**src/rtl/bram_rd_sched_pkg.sv**
```systemverilog
// Shared types and sizing helpers for the banked BRAM read scheduler.
package bram_rd_sched_pkg;

  typedef enum logic [1:0] {
    IDLE  = 2'd0,
    RUN   = 2'd1,
    DRAIN = 2'd2,
    DONE  = 2'd3
  } state_e;

  // Words held per bank when an M x M matrix is split across N banks.
  function automatic int unsigned calc_depth(int unsigned m, int unsigned n);
    return (m * m) / n;
  endfunction

  // Step counter must reach DEPTH+N-2 in the skewed schedule.
  function automatic int unsigned calc_step_w(int unsigned depth, int unsigned n);
    return $clog2(depth + n);
  endfunction

  // Address/counter width with a floor of one bit for degenerate sizes.
  function automatic int unsigned calc_addr_w(int unsigned depth);
    return (depth > 1) ? $clog2(depth) : 1;
  endfunction

endpackage

```
**src/rtl/bank_fill_cnt.sv**
```systemverilog
// Per-bank fill counter: saturating word count, look-ahead full flag and
// overrun detect for one BRAM bank.
module bank_fill_cnt
  import bram_rd_sched_pkg::*;
#(
  parameter int unsigned DEPTH = 12,
  parameter int unsigned CW    = calc_addr_w(DEPTH + 1)
) (
  input  logic clk,
  input  logic rst,
  input  logic wr_en,
  input  logic idle,
  input  logic clr,
  output logic full_nxt_c,
  output logic ovr_c
);

  logic [CW-1:0] cnt;
  logic [CW-1:0] cnt_nxt;
  logic          at_max;

  assign at_max = (cnt == CW'(DEPTH));

  // Writes outside IDLE or into a full bank are flagged and not counted.
  assign ovr_c = wr_en && (!idle || at_max);

  // Next count: clear after a completed run, otherwise count accepted writes.
  always_comb begin
    cnt_nxt = cnt;
    if (clr) begin
      cnt_nxt = '0;
    end else if (wr_en && idle && !at_max) begin
      cnt_nxt = cnt + CW'(1);
    end
  end

  // Full is taken from the next count so the top can register it in step.
  assign full_nxt_c = (cnt_nxt == CW'(DEPTH));

  // Count register.
  always_ff @(posedge clk or negedge rst) begin
    if (!rst) begin
      cnt <= '0;
    end else begin
      cnt <= cnt_nxt;
    end
  end

endmodule

```
**src/rtl/bram_rd_sched.sv**
```systemverilog
// Read-side scheduler for N banked matrix BRAMs. Tracks bank fill from the
// write strobes, then streams every bank into the systolic array.
// Build option: BRAM_RD_SCHED_SKEW_EN selects the diagonal-skew schedule;
// without it all banks are read in lockstep.
module bram_rd_sched
  import bram_rd_sched_pkg::*;
#(
  parameter  int unsigned D_W   = 8,
  parameter  int unsigned N     = 3,
  parameter  int unsigned M     = 6,
  localparam int unsigned DEPTH = calc_depth(M, N),
  localparam int unsigned AW    = calc_addr_w(DEPTH)
) (
  input  logic          clk,
  input  logic          rst,
  input  logic [N-1:0]  wr_en_bram,
  input  logic          start,
  output logic [AW-1:0] rd_addr_bram [N-1:0],
  output logic [N-1:0]  rd_en_bram,
  output logic [N-1:0]  out_valid,
  output logic          busy,
  output logic          done,
  output logic          full,
  output logic          overrun
);

  localparam int unsigned TW = calc_step_w(DEPTH, N);
  localparam int unsigned CW = calc_addr_w(DEPTH + 1);
`ifdef BRAM_RD_SCHED_SKEW_EN
  localparam int unsigned T_LAST = DEPTH + N - 2;
`else
  localparam int unsigned T_LAST = DEPTH - 1;
`endif

  // Data width only travels alongside this block; nothing here depends on it.
  logic [D_W-1:0] unused_dw;
  assign unused_dw = '0;

  state_e        state_q;
  state_e        state_nxt;
  logic [TW-1:0] t_q;
  logic [TW-1:0] t_nxt;
  logic [TW-1:0] rel;
  logic [N-1:0]  rd_en_c;
  logic [AW-1:0] rd_addr_c [N];
  logic          busy_c;
  logic          done_c;
  logic [N-1:0]  bank_full_nxt;
  logic [N-1:0]  bank_ovr;
  logic          in_idle;
  logic          in_done;

  assign in_idle = (state_q == IDLE);
  assign in_done = (state_q == DONE);

  // One fill counter per bank.
  for (genvar x = 0; x < N; x++) begin : g_bank
    bank_fill_cnt #(
      .DEPTH (DEPTH),
      .CW    (CW)
    ) u_fill (
      .clk        (clk),
      .rst        (rst),
      .wr_en      (wr_en_bram[x]),
      .idle       (in_idle),
      .clr        (in_done),
      .full_nxt_c (bank_full_nxt[x]),
      .ovr_c      (bank_ovr[x])
    );
  end

  // State register.
  always_ff @(posedge clk or negedge rst) begin
    if (!rst) begin
      state_q <= IDLE;
    end else begin
      state_q <= state_nxt;
    end
  end

  // Next-state logic.
  always_comb begin
    state_nxt = state_q;
    case (state_q)
      IDLE:    if (start && full) state_nxt = RUN;
      RUN:     if (t_q == TW'(T_LAST)) state_nxt = DRAIN;
      DRAIN:   state_nxt = DONE;
      DONE:    state_nxt = IDLE;
      default: state_nxt = IDLE;
    endcase
  end

  // Output and step-counter next values; addresses hold when a bank is idle.
  always_comb begin
    t_nxt   = '0;
    rel     = '0;
    rd_en_c = '0;
    busy_c  = 1'b0;
    done_c  = 1'b0;
    for (int x = 0; x < N; x++) begin
      rd_addr_c[x] = rd_addr_bram[x];
    end
    case (state_q)
      RUN: begin
        busy_c = 1'b1;
        t_nxt  = t_q + TW'(1);
        for (int x = 0; x < N; x++) begin
`ifdef BRAM_RD_SCHED_SKEW_EN
          rel = t_q - TW'(x);
          if ((t_q >= TW'(x)) && (rel < TW'(DEPTH))) begin
            rd_en_c[x]   = 1'b1;
            rd_addr_c[x] = AW'(rel);
          end
`else
          rel = t_q;
          if (rel < TW'(DEPTH)) begin
            rd_en_c[x]   = 1'b1;
            rd_addr_c[x] = AW'(rel);
          end
`endif
        end
      end
      DRAIN:   busy_c = 1'b1;
      DONE:    done_c = 1'b1;
      default: ;
    endcase
  end

  // Output registers; out_valid trails the enables by the BRAM read latency.
  always_ff @(posedge clk or negedge rst) begin
    if (!rst) begin
      t_q        <= '0;
      rd_en_bram <= '0;
      out_valid  <= '0;
      busy       <= 1'b0;
      done       <= 1'b0;
      full       <= 1'b0;
      overrun    <= 1'b0;
      for (int x = 0; x < N; x++) begin
        rd_addr_bram[x] <= '0;
      end
    end else begin
      t_q        <= t_nxt;
      rd_en_bram <= rd_en_c;
      out_valid  <= rd_en_bram;
      busy       <= busy_c;
      done       <= done_c;
      full       <= &bank_full_nxt;
      overrun    <= overrun | (|bank_ovr);
      for (int x = 0; x < N; x++) begin
        rd_addr_bram[x] <= rd_addr_c[x];
      end
    end
  end

endmodule

```
**config.mk**
```make
export PLATFORM = sky130hd
export DESIGN_NAME = bram_rd_sched
export DESIGN_NICKNAME = d
export VERILOG_FILES = /design/src/rtl/bram_rd_sched_pkg.sv /design/src/rtl/bank_fill_cnt.sv /design/src/rtl/bram_rd_sched.sv
export SDC_FILE = /design/constraint.sdc
export NUM_CORES = 1
export LEC_CHECK = 0
export ABC_AREA = 1
export BUFFER_PORTS_ARGS = -buffer_cell sky130_fd_sc_hd__buf_2
export CAP_MARGIN = 5
export CELL_PAD_IN_SITES_DETAIL_PLACEMENT = 0
export CELL_PAD_IN_SITES_GLOBAL_PLACEMENT = 1
export CORE_AREA = 2 2 71 73
export CTS_CLUSTER_DIAMETER = 80
export DETAILED_ROUTE_END_ITERATION = 8
export DIE_AREA = 0 0 73 75
export GPL_TIMING_DRIVEN = 0
export PLACE_DENSITY_LB_ADDON = 0.3
export SLEW_MARGIN = 20
export SYNTH_ARGS = -nofsm -noshare
export SYNTH_HDL_FRONTEND = slang
export SYNTH_HIERARCHICAL = 1
export SYNTH_SLANG_ARGS = --single-unit
```
**constraint.sdc**
```tcl
create_clock -name clk -period 1.6 [get_ports clk]
set_input_delay 0.4 -clock clk [delete_from_list [all_inputs] [get_ports clk]]
set_output_delay 0.4 -clock clk [all_outputs]
set_load 0.03 [all_outputs]
```
==> results of run 1 <==
==> critical path: cells and delay by family (launching register included) <==
kind | cells | cell delay (ns)
flops | 1 | 0.42
buf+inv | 2 | 0.19
compound gates | 1 | 0.14
fa+ha+maj | 1 | 0.20
simple gates | 5 | 0.49
==> worst paths after layout <==
check / from / endpoint / slack (ns) / depth (start not counted)
hold reg to reg: rd_en_bram[1]$_DFF_PN0_ / out_valid[1]$_DFF_PN0_ / 0.43 / 0
setup / recovery: state_q[1]$_DFFE_PN0P_ / full$_DFF_PN0_ / 0.1 / 9
min in group clk: rd_en_bram[1]$_DFF_PN0_ / out_valid[1]$_DFF_PN0_ / 0.43 / 0
hold / removal: rst / overrun$_DFF_PN0_ / 0.13 / 1
setup reg to reg: state_q[1]$_DFFE_PN0P_ / full$_DFF_PN0_ / 0.1 / 9
max in group asynchronous: rst / g_bank[1].u_fill/cnt[0]$_DFF_PN0_ / 1.02 / 1
==> cell usage in the layout, fill, tap and decap left out, types with 2 or more instances in the layout <==
cell type,synthesis,final
a21boi_0,3,3
a21oi_1,3,3
buf_2,0,27
buf_4,12,18
clkbuf_8,0,3
dfrtp_1,28,26
dfrtp_2,0,2
ha_1,12,9
ha_2,0,2
inv_1,38,33
inv_2,5,8
inv_4,0,2
nand2_1,51,47
nand2_2,1,3
nand2_4,2,4
nand3_1,20,16
nand3_2,3,7
nand3_4,2,2
nand4_1,3,3
nor2_1,13,13
nor2_2,3,3
o21ai_4,0,2
==> flip-flops by register name, indices dropped and copies added, names as in the netlist <==
register           count
out_valid              1
rd_addr_bram           4
rd_en_bram             1
done                   1
t_q                    4
full                   1
g_bank.u_fill/cnt     12
busy                   1
state_q                2
overrun                1
==> cell families after synthesis <==
family	synth area share, %
flops	41.57
compound gates	4.009
buf+inv	14.92
fa+ha+maj	8.908
xor+xnor	1.040
simple gates	29.55
==> power by group <==
group / internal [mW] / leakage (nW) / total (mW) / switching, mW
logic: 0.997 / 0.766 / 2.55 / 1.55
registers: 0.997 / 0.354 / 1.28 / 0.279
clock network: 0.335 / 0.0357 / 0.562 / 0.227
==> final cells by class <==
type	count	area [um2]
repair buffers	33	180.2
fillers	478	2569
clock buffers	3	41.29
inverters	43	166.4
flip-flops and latches	28	703.2
plain buffers	12	90.09
well taps	54	67.56
multi-input cells	126	813.3
clock inverters	1	30.03
==> routing by layer <==
layer,track usage [%],routed length (um),vias to the layer above
met5,0,0,-
met4,4.321,34,0
met3,1.874,134,4
met2,20.02,1340,32
met1,16.32,1469,569
li1,-,-,700
==> through the flow <==
stage | instances | util [%] | total power [mW] | instance area (um2)
final | 300 | 44.89 | 4.389 | 2092
after global routing | 300 | 44.89 | 4.800 | 2092
after CTS | 296 | 42.63 | 4.228 | 1987
after detailed placement | 290 | 40.51 | 3.564 | 1888
after global placement | 290 | 40.51 | 3.548 | 1888
after floorplan | 209 | - | 3.047 | 1685
==> timing repair <==
action                                  in CTS  in global routing
pin swaps                                    0                 12
gates resized for setup                      3                 24
buffers inserted                             2                  4
endpoints found under the setup margin       1                  1
==> results.cfg, run 1 <==
[status]
outcome = finished, final reports clean

[floorplan]
rows = 25
die-height_um = 75
core_area_um2 = 4661
start_util_pct = 36.16
dieArea_um2 = 5475
ios = 28
die_x_um = 73

[critical_path]
cpMostUsedCell = inv_2
cp_cell_sequence = inv_2 -> ha_4 -> nand2_1 -> inv_2 -> nand2_4 -> o21ai_4 -> nand3_2 -> nor2_1 -> and3_1
crit_required_ns = 1.83
cp.arrival_ns = 1.73
max_stage_delay_ns = 0.42
cpMaxStageDelayCell = dfrtp_1
crit_type = flop to flop
end_kind = flop
cp_max_fo = 8
crit_path_start_kind = flop

[yosys]
syn_area_um2 = 1685
synth_top_cell_by_area = dfrtp_1
synth_fp_nets = 227
synth.avg_cell_area_um2 = 8.064
synth_cells = 209
synthFlopType = dfrtp_1
synth_top_area_share_pct = 41.57
synth.yosys.warnings = 6
post-synth-top-count-cell = nand2_1
synth_edf_count = 0
synth-seq-area-share_pct = 41.57
synth_cell_types = 25
ys_ff_latch = 28
async_flop_share_pct = 100.0
yosys-top-cells-area = dfrtp_1, nand2_1, ha_1
synth_common_cells = nand2_1, inv_1, dfrtp_1

[place]
port_buffers = 27
gp_congestion = 0.7340
place_ws_ns = -0.1491
dp_hpwl_um = 2221

[timing]
tightest_slew_ns = 0.6320
hold_viol_final = 0
finalCriticalPeriod_ns = 1.501
max_freq_mhz = 666.3
slew_violations = 0
setup_tns_ns = 0
post-route-period-util_pct = 93.80
setup_viol = 0
clock_skew_ns = 0.009984
whs_ns = 0.1313
worst_slack_ns = 0.09928
slew_headroom_pct = 57.87

[layout]
drive_above_1_share_pct = 36.18
nNetsFinal = 265
diodes = 0
area_delta_synth_final_pct = 24.13

[power_and_ir_drop]
power.density_nw_per_um2 = 2098
p_leak_nw = 1.155
ir_drop_uv = 607.7

[job]
drv_cap = 0

[clocking]
clkTransAtPathRegs_ns = 0.10
numClockSinks = 28
cts_hold_buf = 0
cts_made_buffers = 3
cts_tree = built
cts-root-buf = clkbuf_8
htree_levels = 1
cts_buffer_depth = 2
clk_latency_ns = 0.28

[hold_path]
hold_class = input pin to async pin

[grt]
antenna_found_initial = 0
grt_pass1_vias = 1212
grt_pass1_wl_um = 5223
gr-total-overflow = 0
grt_max_degree = 29
grt_usage_pct = 12.16

[drt]
drc = 0
antenna_left = 0
firstDrtPassIters = 4
vias = 1305
first_iter_violations = 69
routedWlPerCell_um = 9.930
vias_per_cell = 4.350
routed_wl_um = 2979
Power figures use the tool's default switching activity.
==> run 2: changes to the inputs <==
Settings changed: MAX_ROUTING_LAYER set to met4.
==> run 2 against run 1 <==
  * Sequential share of layout area is the same
  * Global-route usage up 0.38 points
  * Non-clock buffer count is the same
  * Clock-buffer cell count unchanged
  * Flip-flop and latch count stayed put
  * Clock skew hardly changed
  * Cell count stayed put
  * Wire length about the same
==> results.cfg, run 2 (synthesis gave the netlist of run 1 again) <==
[job]
drv_cap = 0

[floorplan]
rows = 25
start_util_pct = 36.16
ios = 28
die-height_um = 75
die_x_um = 73
dieArea_um2 = 5475
core_area_um2 = 4661

[critical_path]
end_kind = flop
cp.arrival_ns = 1.73
crit_required_ns = 1.83
crit_path_start_kind = flop
cp_max_fo = 8
crit_type = flop to flop

[timing]
post-route-period-util_pct = 93.79
clock_skew_ns = 0.01002
worst_slack_ns = 0.09929
slew_headroom_pct = 57.87
hold_viol_final = 0
slew_violations = 0
max_freq_mhz = 666.4
finalCriticalPeriod_ns = 1.501
tightest_slew_ns = 0.6320
setup_viol = 0

[drt]
routed_wl_um = 2980
routedWlPerCell_um = 9.933
drc = 0
vias_per_cell = 4.357
vias = 1307
firstDrtPassIters = 4
first_iter_violations = 72
antenna_left = 0

[clocking]
clkTransAtPathRegs_ns = 0.10
cts_hold_buf = 0
numClockSinks = 28
cts-root-buf = clkbuf_8
cts_made_buffers = 3
cts_tree = built
cts_buffer_depth = 2
htree_levels = 1
clk_latency_ns = 0.28

[layout]
area_delta_synth_final_pct = 24.13
final_util_pct = 44.89
final_cell_mix = nand2_1, inv_1, buf_2, dfrtp_1, buf_4
largest_register_ffs = 12
diodes = 0
largest-register = g_bank.u_fill/cnt
reg.largest.list = g_bank.u_fill/cnt x12, rd_addr_bram x4, t_q x4
drive_above_1_share_pct = 36.18
final_common_cell = nand2_1
nNetsFinal = 265

[grt]
grt_pass1_wl_um = 5216
antenna_found_initial = 0
grt_usage_pct = 12.55
gr-total-overflow = 0
grt_max_degree = 29
grt_pass1_vias = 1212

[hold_path]
hold_class = input pin to async pin

[status]
outcome = finished, final reports clean

[place]
port_buffers = 27
dp_hpwl_um = 2221
place_ws_ns = -0.1491
gp_congestion = 0.7430

[power_and_ir_drop]
power.density_nw_per_um2 = 2098
ir_drop_uv = 607.7
p_leak_nw = 1.155
-- run 2: metrics by stage --
stage | std cells | total power [mW] | hold slack [ns] | TNS [ns] | instance area, um2
finish | 300 | 4.389 | 0.1313 | 0 | 2092
global placement | 290 | 3.548 | 0.4114 | -0.1471 | 1888
floorplan | 209 | 3.047 | 0.1044 | 0 | 1685
CTS | 296 | 4.228 | 0.1581 | 0 | 1987
global route | 300 | 4.800 | 0.1888 | -0.01636 | 2092
detailed placement | 290 | 3.564 | 0.4149 | -0.1491 | 1888
-- run 2: worst max-delay path, stage by stage, from the launching register on --
cell,delay [ns]
dfrtp_1,0.42
inv_2,0.10
ha_4,0.20
nand2_1,0.07
inv_2,0.09
nand2_4,0.08
o21ai_4,0.14
nand3_2,0.10
nor2_1,0.09
and3_1,0.15
-- run 2: repair_timing --
| item | 4_1_cts | 5_1_grt |
|---|---|---|
| endpoints found under the setup margin | 1 | 1 |
| resized for setup | 3 | 24 |
| setup buffers | 2 | 4 |
| pin swaps | 0 | 12 |
-- run 2: worst paths after layout --
path / to / from / cells past startpoint / slack (ns)
min in group clk: out_valid[1]$_DFF_PN0_ / rd_en_bram[1]$_DFF_PN0_ / 0 / 0.43
min: overrun$_DFF_PN0_ / rst / 1 / 0.13
max: full$_DFF_PN0_ / state_q[1]$_DFFE_PN0P_ / 9 / 0.1
min reg2reg: out_valid[1]$_DFF_PN0_ / rd_en_bram[1]$_DFF_PN0_ / 0 / 0.43
max reg2reg: full$_DFF_PN0_ / state_q[1]$_DFFE_PN0P_ / 9 / 0.1
max in group asynchronous: g_bank[1].u_fill/cnt[0]$_DFF_PN0_ / rst / 1 / 1.02
-- run 2: layout make-up --
type / instances / area (um2)
timing repair buffer: 33 / 180.2
clock inverter: 1 / 30.03
clock buffer: 3 / 41.29
sequential: 28 / 703.2
multi-input combinational: 126 / 813.3
fill: 478 / 2569
inverter: 43 / 166.4
buffer: 12 / 90.09
tap: 54 / 67.56
-- run 2: power by group --
group / leakage [nW] / internal, mW / switching, mW
sequential: 0.354 / 0.997 / 0.279
clock: 0.0357 / 0.335 / 0.227
combinational: 0.766 / 0.997 / 1.55
total: 1.16 / 2.33 / 2.06
-- run 2: metal layers --
layer  vias to the layer above  global-route usage, %  share of wire (%)
met3                         4                  1.606                4.2
met5                         -                      -                  0
li1                        700                      -                  -
met4                         0                  4.321                1.1
met1                       571                  16.49                 50
met2                        32                  20.02                 45
